### src/rtl/psg_arb_pkg.sv
// Shared types and sizing for the PSG bus arbitration tree.
// Channel count, index width and the arbiter state encoding.
package psg_arb_pkg;

  localparam int NREQ = 8;
  localparam int IW   = 3;

  typedef enum logic [1:0] {
    ST_IDLE = 2'd0,
    ST_BUS  = 2'd1,
    ST_REL  = 2'd2
  } state_t;

endpackage

### src/rtl/psg_rr_pick.sv
// Combinational round-robin search: first set req at or after ptr.
// Rotates req so ptr lands on bit 0, then takes the lowest set bit.
module psg_rr_pick
  import psg_arb_pkg::*;
(
  input  logic [NREQ-1:0] req,
  input  logic [IW-1:0]   ptr,
  output logic            valid,
  output logic [IW-1:0]   idx
);

  logic [2*NREQ-1:0] dbl;
  logic [NREQ-1:0]   rot;
  logic [IW-1:0]     off;

  assign dbl = {req, req} >> ptr;
  assign rot = dbl[NREQ-1:0];

  always_comb begin
    valid = 1'b0;
    off   = '0;
    for (int i = NREQ - 1; i >= 0; i--) begin
      if (rot[i]) begin
        valid = 1'b1;
        off   = IW'(i);
      end
    end
  end

  // Index arithmetic wraps naturally at NREQ = 2**IW.
  assign idx = ptr + off;

endmodule

### src/rtl/psg_rr_bus_arb.sv
// Round-robin upstream bus arbiter for the PSG wave table channels.
// Holds a grant until ack or timeout, then idles one ce edge in REL.
module psg_rr_bus_arb #(
  parameter int NREQ    = psg_arb_pkg::NREQ,
  parameter int TIMEOUT = 255
) (
  input  logic                    clk,
  input  logic                    rst_n,
  input  logic                    ce,
  input  logic [NREQ-1:0]         req,
  input  logic                    ack,
  output logic                    cyc,
  output logic [NREQ-1:0]         sel,
  output logic [psg_arb_pkg::IW-1:0] seln,
  output logic [NREQ-1:0]         done,
  output logic                    tmo
);

  import psg_arb_pkg::*;

  localparam logic [7:0] TLIM = 8'(TIMEOUT - 1);

  state_t            state_q, state_d;
  logic [IW-1:0]     ptr_q, ptr_d;
  logic [IW-1:0]     seln_q, seln_d;
  logic [7:0]        timer_q, timer_d;
  logic [NREQ-1:0]   sel_q, sel_d;
  logic [NREQ-1:0]   done_q, done_d;
  logic              tmo_q, tmo_d;
  logic              pick_valid;
  logic [IW-1:0]     pick_idx;
  logic [IW-1:0]     ptr_nxt;

  psg_rr_pick u_pick (
    .req   (req),
    .ptr   (ptr_q),
    .valid (pick_valid),
    .idx   (pick_idx)
  );

  assign ptr_nxt = seln_q + IW'(1);

  always_ff @(posedge clk or negedge rst_n) begin
    if (!rst_n) begin
      state_q <= ST_IDLE;
      ptr_q   <= '0;
      seln_q  <= '0;
      timer_q <= '0;
      sel_q   <= '0;
      done_q  <= '0;
      tmo_q   <= 1'b0;
    end else begin
      state_q <= state_d;
      ptr_q   <= ptr_d;
      seln_q  <= seln_d;
      timer_q <= timer_d;
      sel_q   <= sel_d;
      done_q  <= done_d;
      tmo_q   <= tmo_d;
    end
  end

  // done/tmo default low every clk so pulses last one clk even with ce=0.
  always_comb begin
    state_d = state_q;
    ptr_d   = ptr_q;
    seln_d  = seln_q;
    timer_d = timer_q;
    sel_d   = sel_q;
    done_d  = '0;
    tmo_d   = 1'b0;
    if (ce) begin
      unique case (state_q)
        ST_IDLE: begin
          if (pick_valid) begin
            state_d = ST_BUS;
            sel_d   = NREQ'(1) << pick_idx;
            seln_d  = pick_idx;
            timer_d = '0;
          end
        end
        ST_BUS: begin
          if (ack) begin
            done_d  = NREQ'(1) << seln_q;
            ptr_d   = ptr_nxt;
            sel_d   = '0;
            state_d = ST_REL;
          end else if (timer_q == TLIM) begin
            tmo_d   = 1'b1;
            ptr_d   = ptr_nxt;
            sel_d   = '0;
            state_d = ST_REL;
          end else begin
            timer_d = timer_q + 8'd1;
          end
        end
        ST_REL: state_d = ST_IDLE;
        default: state_d = ST_IDLE;
      endcase
    end
  end

  assign cyc  = (state_q == ST_BUS);
  assign sel  = sel_q;
  assign seln = seln_q;
  assign done = done_q;
  assign tmo  = tmo_q;

  a_sel_onehot: assert property (
    @(posedge clk) disable iff (!rst_n) $onehot0(sel));
  a_cyc_sel: assert property (
    @(posedge clk) disable iff (!rst_n) cyc == (sel != '0));
  a_done_tmo: assert property (
    @(posedge clk) disable iff (!rst_n)
    $onehot0(done) && !(tmo && (done != '0)));

endmodule
### config.mk
export PLATFORM = sky130hd
export DESIGN_NAME = psg_rr_bus_arb
export DESIGN_NICKNAME = d
export VERILOG_FILES = /design/src/rtl/psg_arb_pkg.sv /design/src/rtl/psg_rr_pick.sv /design/src/rtl/psg_rr_bus_arb.sv
export SDC_FILE = /design/constraint.sdc
export NUM_CORES = 1
export LEC_CHECK = 0
export ABC_AREA = 1
export BUFFER_PORTS_ARGS = -buffer_cell sky130_fd_sc_hd__buf_2
export CAP_MARGIN = 10
export CORE_ASPECT_RATIO = 0.6
export CORE_UTILIZATION = 50
export DETAILED_ROUTE_END_ITERATION = 7
export GPL_TIMING_DRIVEN = 0
export MAX_ROUTING_LAYER = met4
export PLACE_DENSITY = 0.73
export SETUP_SLACK_MARGIN = 0.5
export SLEW_MARGIN = 20
export SYNTH_ARGS = -nofsm -noshare
export SYNTH_HDL_FRONTEND = slang
export SYNTH_HIERARCHICAL = 1
export SYNTH_SLANG_ARGS = --single-unit
### constraint.sdc
create_clock -name clk -period 3.1 [get_ports clk]
set_input_delay 0.62 -clock clk [delete_from_list [all_inputs] [get_ports clk]]
set_output_delay 0.62 -clock clk [all_outputs]
set_load 0.05 [all_outputs]
Word-level counts from Yosys, hierarchy flattened
Cells that the tools add are included.

Input port bits: 12. Bits in registers: 33. Output and inout bits: 21.

Equal/unequal tests: 6. Mux-type cells: 37. Reduce and logical (&&, ||, !) cells: 8. Shift-type cells: 3. Add/sub/neg operators: 3.

Operator list (count): $mux W8 (9); $pmux W8 S2 (2); $mux W3 (10); $shl A1 B3 Y8 const A (2); $shr A16 B3 Y8 (1); $mux W1 (12); $reduce_and A3 Y1 (3); $add A8 B1 Y8 const B (1); $eq A8 B8 Y1 const B (1); $mux W2 (3); $ne A2 B2 Y1 const B (3); $reduce_and A5 Y1 (1); $pmux W2 S2 (1); $reduce_and A4 Y1 (1); $reduce_bool A2 Y1 (2); $add A3 B1 Y3 const B (1); $add A3 B3 Y3 (1); $ne A3 B2 Y1 const B (1); $eq A2 B1 Y1 const B (1); $logic_not A2 Y1 (1).

Depth between registers and ports, before layout
Gate-level depths: netlist (run 1).

Depth after elaboration: 13. Depth in mapped cells: 25. Depth with buffers taken out: 24.

By module
The synthesis (run 1) kept the hierarchy.

By module, submodules not included: psg_rr_bus_arb (area each 1635.3 um^2, cells each 197, times used 1); psg_rr_pick (area each 599.3 um^2, cells each 96, times used 1).

Least setup slack after synthesis (run 1)
Ideal clock, no wire load.

Path kind: in2reg. Start: in req[1]. End: reg sel_q[0], in the netlist sel[0]. Arrival time: 2620 ps. Stages on the path: 23. Required time: 3034 ps. Setup slack: 415 ps. Cells stage by stage: nand2_1 > nand3_2 > nand2_2 > nand2_2 > nand2_1 > nand2_1 > nand2_1 > nand2_1 > nand2_1 > nand2_1 > a21oi_1 > ha_1 > inv_1 > fa_1 > xor2_1 > nand3b_1 > nand2_1 > inv_1 > inv_1 > nand2_1 > nor2_1 > nand4_1 > nand2_1.

Longest elaborated chain between the ends: 13.

RTL lines: from (decl) (line psg_rr_bus_arb.sv:10) `input logic [NREQ-1:0] req,`; $shr A16 B3 Y8 * (line psg_rr_pick.sv:16) `assign dbl = {req, req} >> ptr;`; $mux W3 (7 in a row) (line psg_rr_pick.sv:23) `if (rot[i]) begin`; $mux W3 * (line psg_rr_pick.sv:23); $add A3 B3 Y3 * (line psg_rr_pick.sv:31) `assign idx = ptr + off;`; via pick_idx[2] (line psg_rr_bus_arb.sv:31) `logic [IW-1:0] pick_idx;`; $shl A1 B3 Y8 * (line psg_rr_bus_arb.sv:77) `sel_d = NREQ'(1) << pick_idx;`; $mux W8 * (line psg_rr_bus_arb.sv:75) `if (pick_valid) begin`; $pmux W8 S2 * (line psg_rr_bus_arb.sv:73) `unique case (state_q)`; to (signal assigned) (line psg_rr_bus_arb.sv:57) `sel_q <= sel_d;`; to (decl) (line psg_rr_bus_arb.sv:27) `logic [NREQ-1:0] sel_q, sel_d;`.

The timed path passes the listed nets; every way through them passes the cells marked *. The select of a mux whose other input is x is not followed. A chain may end at the register's enable or synchronous reset.

Worst setup path after layout (run 1)
Start: reg ptr_q[0]. End: reg sel_q[0], in the netlist sel[0].

Longest elaborated chain between the ends: 13.

RTL lines: from (decl) (line psg_rr_bus_arb.sv:24) `logic [IW-1:0] ptr_q, ptr_d;`; from (signal assigned) (line psg_rr_bus_arb.sv:54) `ptr_q <= ptr_d;`; $shr A16 B3 Y8 (line psg_rr_pick.sv:16); $mux W3 (8 in a row) (line psg_rr_pick.sv:23); $add A3 B3 Y3 * (line psg_rr_pick.sv:31); via pick_idx[2] (line psg_rr_bus_arb.sv:31); $shl A1 B3 Y8 * (line psg_rr_bus_arb.sv:77); $mux W8 * (line psg_rr_bus_arb.sv:75); $pmux W8 S2 * (line psg_rr_bus_arb.sv:73).

Marks and branches as above.

==> results.txt, run 1 <==
Worst-path fanout max = 8
Top Layer Used = met4
Outcome = finished clean
Synth warnings = 6
Clk root buf = clkbuf_8
Most frequent cell after synthesis = nand2_1
Die Area = 4750 um2
Worst-margin pin slew = 0.728 ns
Max-cap violations = 0
Seq pwr share = 0.205
Slew margin rel. = 0.515
Total CTS buffers = 5
Share of cells above drive strength 1 = 0.376
Final non-filler cell total = 403
Routed Antenna Nets = 0
Reg2reg end = sel[0]
Final setup TNS = 0 ns
Number of global-route vias before repair = 1898
Fin crit share = 0.925
DRT Wirelength = 5300 um
Filler cells = 351
Post-synth EDFFs = 0
Starting Density = 0.533
Hold Buf Count CTS = 0
CP startpoint kind = flop
Most frequent cells after synthesis = nand2_1, dfrtp_1, inv_1, nor2_1, nand3_1
Fin Clk Skew = 0.00256 ns
Met2 wire length = 2290 um
Sequential area share after synthesis = 0.370
Initial antenna violation count = 0
Crit end category = flop
Detailed Route Iter0 Violations = 133
Remaining global-route overflow = 0
Power per cell area = 1080 nW/um2
Reg area = 827 um2
Multi-input gate area = 1350 um2
Critical Path AT = 3.09 ns
DRC = 0
Clock Pin Slew Worst Setup and Hold Paths = 0.07 ns
Clock Latency Late Sink = 0.28 ns
Clock power share = 0.116
# nets final = 364
Final hold violation count = 0
Iteration count of the initial detailed-routing pass = 4
R2R depth = 25
CTS tree = built
CP Data Required Time = 3.32 ns
Via/cell ratio = 5.02
Antenna diode count = 0
DR WL/cell = 13.2 um
I/O Pins = 33
Clk buf depth = 2
Core area = 4190 um2
Count of different cell masters after synthesis = 32
Hold Path Class = input port to async pin
DP Wirelength = 3740 um
Syn Area/Cell = 7.63 um2
Metal-1 WL = 2770 um
Max frequency = 349 MHz
Largest net degree at the start of global routing = 34
Layout area overhead = 25.6%
R2r setup slk = 0.23 ns
Fin crit period = 2.87 ns
Syn Inst Count = 293
Std cell rows = 18
Final Max Slew Viols = 0
Total GRT Usage = 0.256
Seq cells post-synth = 33
GP Congestion = 0.873
# clock sinks = 33
Syn Std Cell Area = 2230 um2
Switching pwr = 1.60 mW
Maximum VDD drop = 772 uV
Global-route wire length before repair = 8710 um
Top_reg_cell synth = dfrtp_1
Met3 Wirelength = 217 um
RSZ-0062 raised after global routing = true
Share of the synthesized area in the top cell type = 0.370
Dpl ws = 0.0551 ns
Worst setup path start = ptr_q[0]
Die W = 88.3 um
Leakage = 1.53 nW
Fraction of registers with async set/reset = 1.00
Setup Crit Path Kind = flop to flop
Final setup slack of the worst path = 0.234 ns
Sw Share = 0.525
Comb pwr share = 0.680
R2R Path Start = ptr_q[0]
# port buffers = 32
H-Tree Level Count = 2
Die height = 53.8 um
Crit path to = sel[0]
Net Count, Synth = 315
Via count = 2024
Largest area contributor in the netlist = dfrtp_1
Ranking of synthesized cells by area = dfrtp_1, nand2_1, ha_1
Final setup viols = 0
Dpl cells = 385
Internal power = 1.45 mW
layer usage:
| layer | vias up | global-route usage |
|---|---|---|
| li1 | 1031 | - |
| met1 | 954 | 0.351 |
| met2 | 35 | 0.396 |
| met3 | 4 | 0.0537 |
| met4 | 0 | 0.0457 |
| met5 | - | - |
through the flow:
stage	total power [mW]	util	instance area, um2	hold slack, ns
3_5_place_dp	2.30	0.601	2520	0.457
2_1_floorplan	1.96	-	2280	0.324
4_1_cts	2.87	0.655	2740	0.413
5_1_grt	3.28	0.670	2810	0.443
6_report	3.04	0.670	2810	0.393
3_3_place_gp	2.26	0.601	2520	0.454
worst max-delay path, cell delays in order, from the launching register on:
cell,delay [ns]
dfrtp_2,0.41
buf_12,0.17
inv_16,0.06
nand2_4,0.06
nand3_2,0.07
nand2_2,0.10
nand2_2,0.08
nand2_1,0.06
nand2_1,0.05
nand2_1,0.05
nand2_1,0.05
nand2_1,0.07
nand2_2,0.05
a21oi_2,0.13
ha_2,0.19
inv_2,0.04
fa_2,0.33
xor2_1,0.15
nand3b_1,0.15
nand2_1,0.07
inv_2,0.04
inv_2,0.07
nand2_4,0.07
nor2_2,0.11
nand4_1,0.09
nand2_1,0.08
how the worst min path moves through the flow:
stage,startpoint,to,slack [ns],cells past startpoint
2_1_floorplan,rst_n,done[0],0.32,0
3_3_place_gp,sel[4],sel[4],0.45,2
3_5_place_dp,sel[1],sel[1],0.46,2
4_1_cts,rst_n,done[2],0.41,1
5_1_grt,rst_n,done[2],0.44,1
6_report,rst_n,done[2],0.39,1
power by group through the flow:
stage	logic, mW	registers (mW)	clock network (mW)
finish	2.07	0.623	0.352
global route	2.27	0.637	0.380
CTS	1.89	0.621	0.359
detailed placement	1.68	0.624	0
global placement	1.63	0.623	0
floorplan	1.16	0.803	0
logic make-up (layout without fill, tap and decap cells):
kind of cell | count (synthesis) | in the layout | synth area share
AND/OR/NAND/NOR | 203 | 203 | 0.450
buffers and inverters | 33 | 83 | 0.0750
flip-flops | 33 | 33 | 0.370
XOR/XNOR | 4 | 4 | 0.0157
AO/OA/AOI/OAI | 10 | 10 | 0.0302
adder cells (fa/ha/maj) | 10 | 10 | 0.0594
layout make-up:
class | instances | area share
buffer | 6 | 0.0214
clock buffer | 7 | 0.0343
clock inverter | 1 | 0.00178
inverter | 27 | 0.0437
multi-input combinational | 227 | 0.482
sequential | 33 | 0.295
tap | 60 | 0.0267
timing repair buffer | 42 | 0.0954
state kept, by name (all words and copies together), names as in the netlist:
signal / cells
tmo: 1
state_q: 2
sel: 8
timer_q: 8
seln: 3
done: 8
ptr_q: 3
cell usage in the layout, fill, tap and decap left out, types with 2 or more instances in the layout:
master / n
dfrtp_1: 32
nand3_1: 12
o21ai_1: 4
nor2_1: 12
nor3_1: 7
clkbuf_8: 7
buf_2: 34
nand2_4: 11
a21oi_2: 2
ha_1: 8
nand3_2: 13
nand3b_1: 2
buf_12: 2
and3_1: 3
inv_1: 18
nand4_1: 9
nor2_4: 2
buf_6: 2
buf_4: 9
xor2_1: 2
inv_2: 7
o21ai_0: 2
xnor2_1: 2
nand2_1: 99
nor2_2: 7
nand2_2: 23
repair_timing:
item	CTS	global route
setup buffers	6	3
endpoints found under the hold margin	0	0
gates cloned	1	0
resized for setup	13	18
pin swaps	14	15
endpoints found under the setup margin	9	18
(Power assumes the default switching activity.)
==> run 2, diff against run 1 <==
--- a/config.mk
+++ b/config.mk
@@ -13,7 +13,7 @@
 export DETAILED_ROUTE_END_ITERATION = 7
 export GPL_TIMING_DRIVEN = 0
 export MAX_ROUTING_LAYER = met4
-export PLACE_DENSITY = 0.73
+export PLACE_DENSITY_LB_ADDON = 0.12
 export SETUP_SLACK_MARGIN = 0.5
 export SLEW_MARGIN = 20
 export SYNTH_ARGS = -nofsm -noshare
==> results.txt, run 2 (synthesized netlist as in run 1, its figures left out) <==
Clock Pin Slew Worst Setup and Hold Paths = 0.06 ns (about the same)
Clk buf depth = 2 (unchanged)
Final hold violation count = 0 (unchanged)
CP Data Required Time = 3.32 ns (about the same)
Final setup viols = 0 (unchanged)
Antenna diode count = 0 (unchanged)
Hold_ws = 0.390 ns (-0.00361 ns)
Setup Crit Path Kind = flop to flop
Worst-path fanout max = 8 (unchanged)
Fin crit share = 0.956 (+0.0317)
Total CTS buffers = 5 (unchanged)
Crit end category = flop
Power Total = 3.05 mW (about the same)
# port buffers = 32 (unchanged)
Max frequency = 337 MHz (-3.3%)
Die W = 88.3 um (unchanged)
Final Max Slew Viols = 0 (unchanged)
Layout area overhead = 26.7%
Worst-margin pin slew = 0.710 ns (-0.0174 ns)
Share of cells above drive strength 1 = 0.373 (-0.00292)
Global-route wire length before repair = 8360 um (-4.0%)
Largest net degree at the start of global routing = 34 (unchanged)
Routed Antenna Nets = 0 (unchanged)
GP Congestion = 0.845 (-3.3%)
Iteration count of the initial detailed-routing pass = 4 (unchanged)
Initial antenna violation count = 0 (unchanged)
Critical Path AT = 3.19 ns (+0.10 ns)
DP Wirelength = 3680 um (-1.8%)
Switching pwr = 1.60 mW (+0.15%)
Comb pwr share = 0.691 (+0.011)
Outcome = finished clean
Total GRT Usage = 0.246 (-0.00999)
Most frequent cells in the layout = nand2_1, buf_2, dfrtp_1
Die height = 53.8 um (unchanged)
# clock sinks = 33 (unchanged)
DRC = 0 (unchanged)
Final non-filler cell total = 403 (unchanged)
Sw Share = 0.525 (about the same)
Starting Density = 0.533 (unchanged)
Clk root buf = clkbuf_8
Maximum VDD drop = 746 uV (-3.3%)
Final setup TNS = 0 ns (unchanged)
RSZ-0062 raised after global routing = true
Clock power share = 0.106 (-0.010)
Dpl cells = 385 (unchanged)
DRT Wirelength = 5170 um (-2.4%)
DR WL/cell = 12.8 um (-2.4%)
Std cell rows = 18 (unchanged)
Via/cell ratio = 4.93 (-1.8%)
Remaining global-route overflow = 0 (unchanged)
Commonest non-fill, non-tap cell in the layout = nand2_1
Fin Clk Skew = 0.00263 ns (+0.0000638 ns)
CP startpoint kind = flop
Leakage = 1.53 nW (about the same)
Detailed Route Iter0 Violations = 103 (-23%)
Internal power = 1.45 mW (about the same)
Fin crit period = 2.96 ns (+0.0982 ns)
Clock Latency Late Sink = 0.28 ns (about the same)
Hold Path Class = input port to async pin
Slew margin rel. = 0.526 (+0.0116)
Seq pwr share = 0.204 (about the same)
Via count = 1987 (-1.8%)
Power per cell area = 1080 nW/um2 (-0.71%)
Die Area = 4750 um2 (unchanged)
H-Tree Level Count = 2 (unchanged)
CTS tree = built
I/O Pins = 33 (unchanged)
Core area = 4190 um2 (unchanged)
# nets final = 365 (+0.27%)
Number of global-route vias before repair = 1807 (-4.8%)
Max-cap violations = 0 (unchanged)
## run 2: per-layer routing
layer,global-route usage,share of wire
met5,-,0
met4,0.0484,0.0052
met3,0.0583,0.046
met2,0.354,0.41
met1,0.351,0.54
## run 2: power by group through the flow
| stage | registers [mW] | clock network (mW) | logic (mW) |
|---|---|---|---|
| finish | 0.620 | 0.322 | 2.10 |
| global route | 0.635 | 0.344 | 2.31 |
| CTS | 0.618 | 0.329 | 1.90 |
| detailed placement | 0.622 | 0 | 1.67 |
| global placement | 0.621 | 0 | 1.64 |
| floorplan | 0.803 | 0 | 1.16 |
## run 2: path summary, 6_finish.rpt
kind / cells past startpoint / startpoint / slack (ns) / endpoint
worst max-delay path: 23 / ptr_q[0] / 0.14 / sel[1]
worst min-delay path: 1 / rst_n / 0.39 / done[5]
worst max register to register: 23 / ptr_q[0] / 0.14 / sel[1]
worst min register to register: 2 / sel[6] / 0.47 / sel[6]
max in group asynchronous: 1 / rst_n / 2.21 / ptr_q[0]
min in group clk: 2 / sel[6] / 0.47 / sel[6]
## run 2: layout make-up
cell class,instances,area [um2]
Clock buffer,7,86.3
Inverter,27,133
Sequential cell,33,827
Fill cell,346,1360
Timing Repair Buffer,43,275
Buffer,6,60.1
Multi-Input combinational cell,227,1370
Tap cell,60,75.1
## run 2: worst max-delay path, cell delays in order (launching register included)
cell and delay (ns):
dfrtp_2 0.41, buf_12 0.17, clkinv_16 0.09, nand2_4 0.07
nand3_1 0.07, nand2_1 0.14, nand2_1 0.08, nand2_2 0.10
nand2_1 0.06, nand2_1 0.06, nand2_2 0.06, a21oi_2 0.15
ha_2 0.19, inv_2 0.04, fa_2 0.35, xor2_2 0.16
nand3b_1 0.16, nand2_1 0.09, inv_2 0.04, inv_2 0.06
nand2_4 0.07, nor2_2 0.11, nand4_1 0.09, nand2_1 0.07
## run 2: metrics by stage
stage | util | setup slack [ns] | area [um2]
2_1_floorplan | - | 0.440 | 2280
3_3_place_gp | 0.601 | 0.0747 | 2520
3_5_place_dp | 0.601 | 0.0253 | 2520
4_1_cts | 0.655 | 0.218 | 2740
5_1_grt | 0.676 | -0.0868 | 2830
6_report | 0.676 | 0.135 | 2830
## run 2: timing repair
item,in CTS,in global routing
buffers inserted,6,4
pin swaps,20,12
endpoints found under the setup margin,9,18
cloned,1,0
hold buffers,0,0
resized for setup,17,17
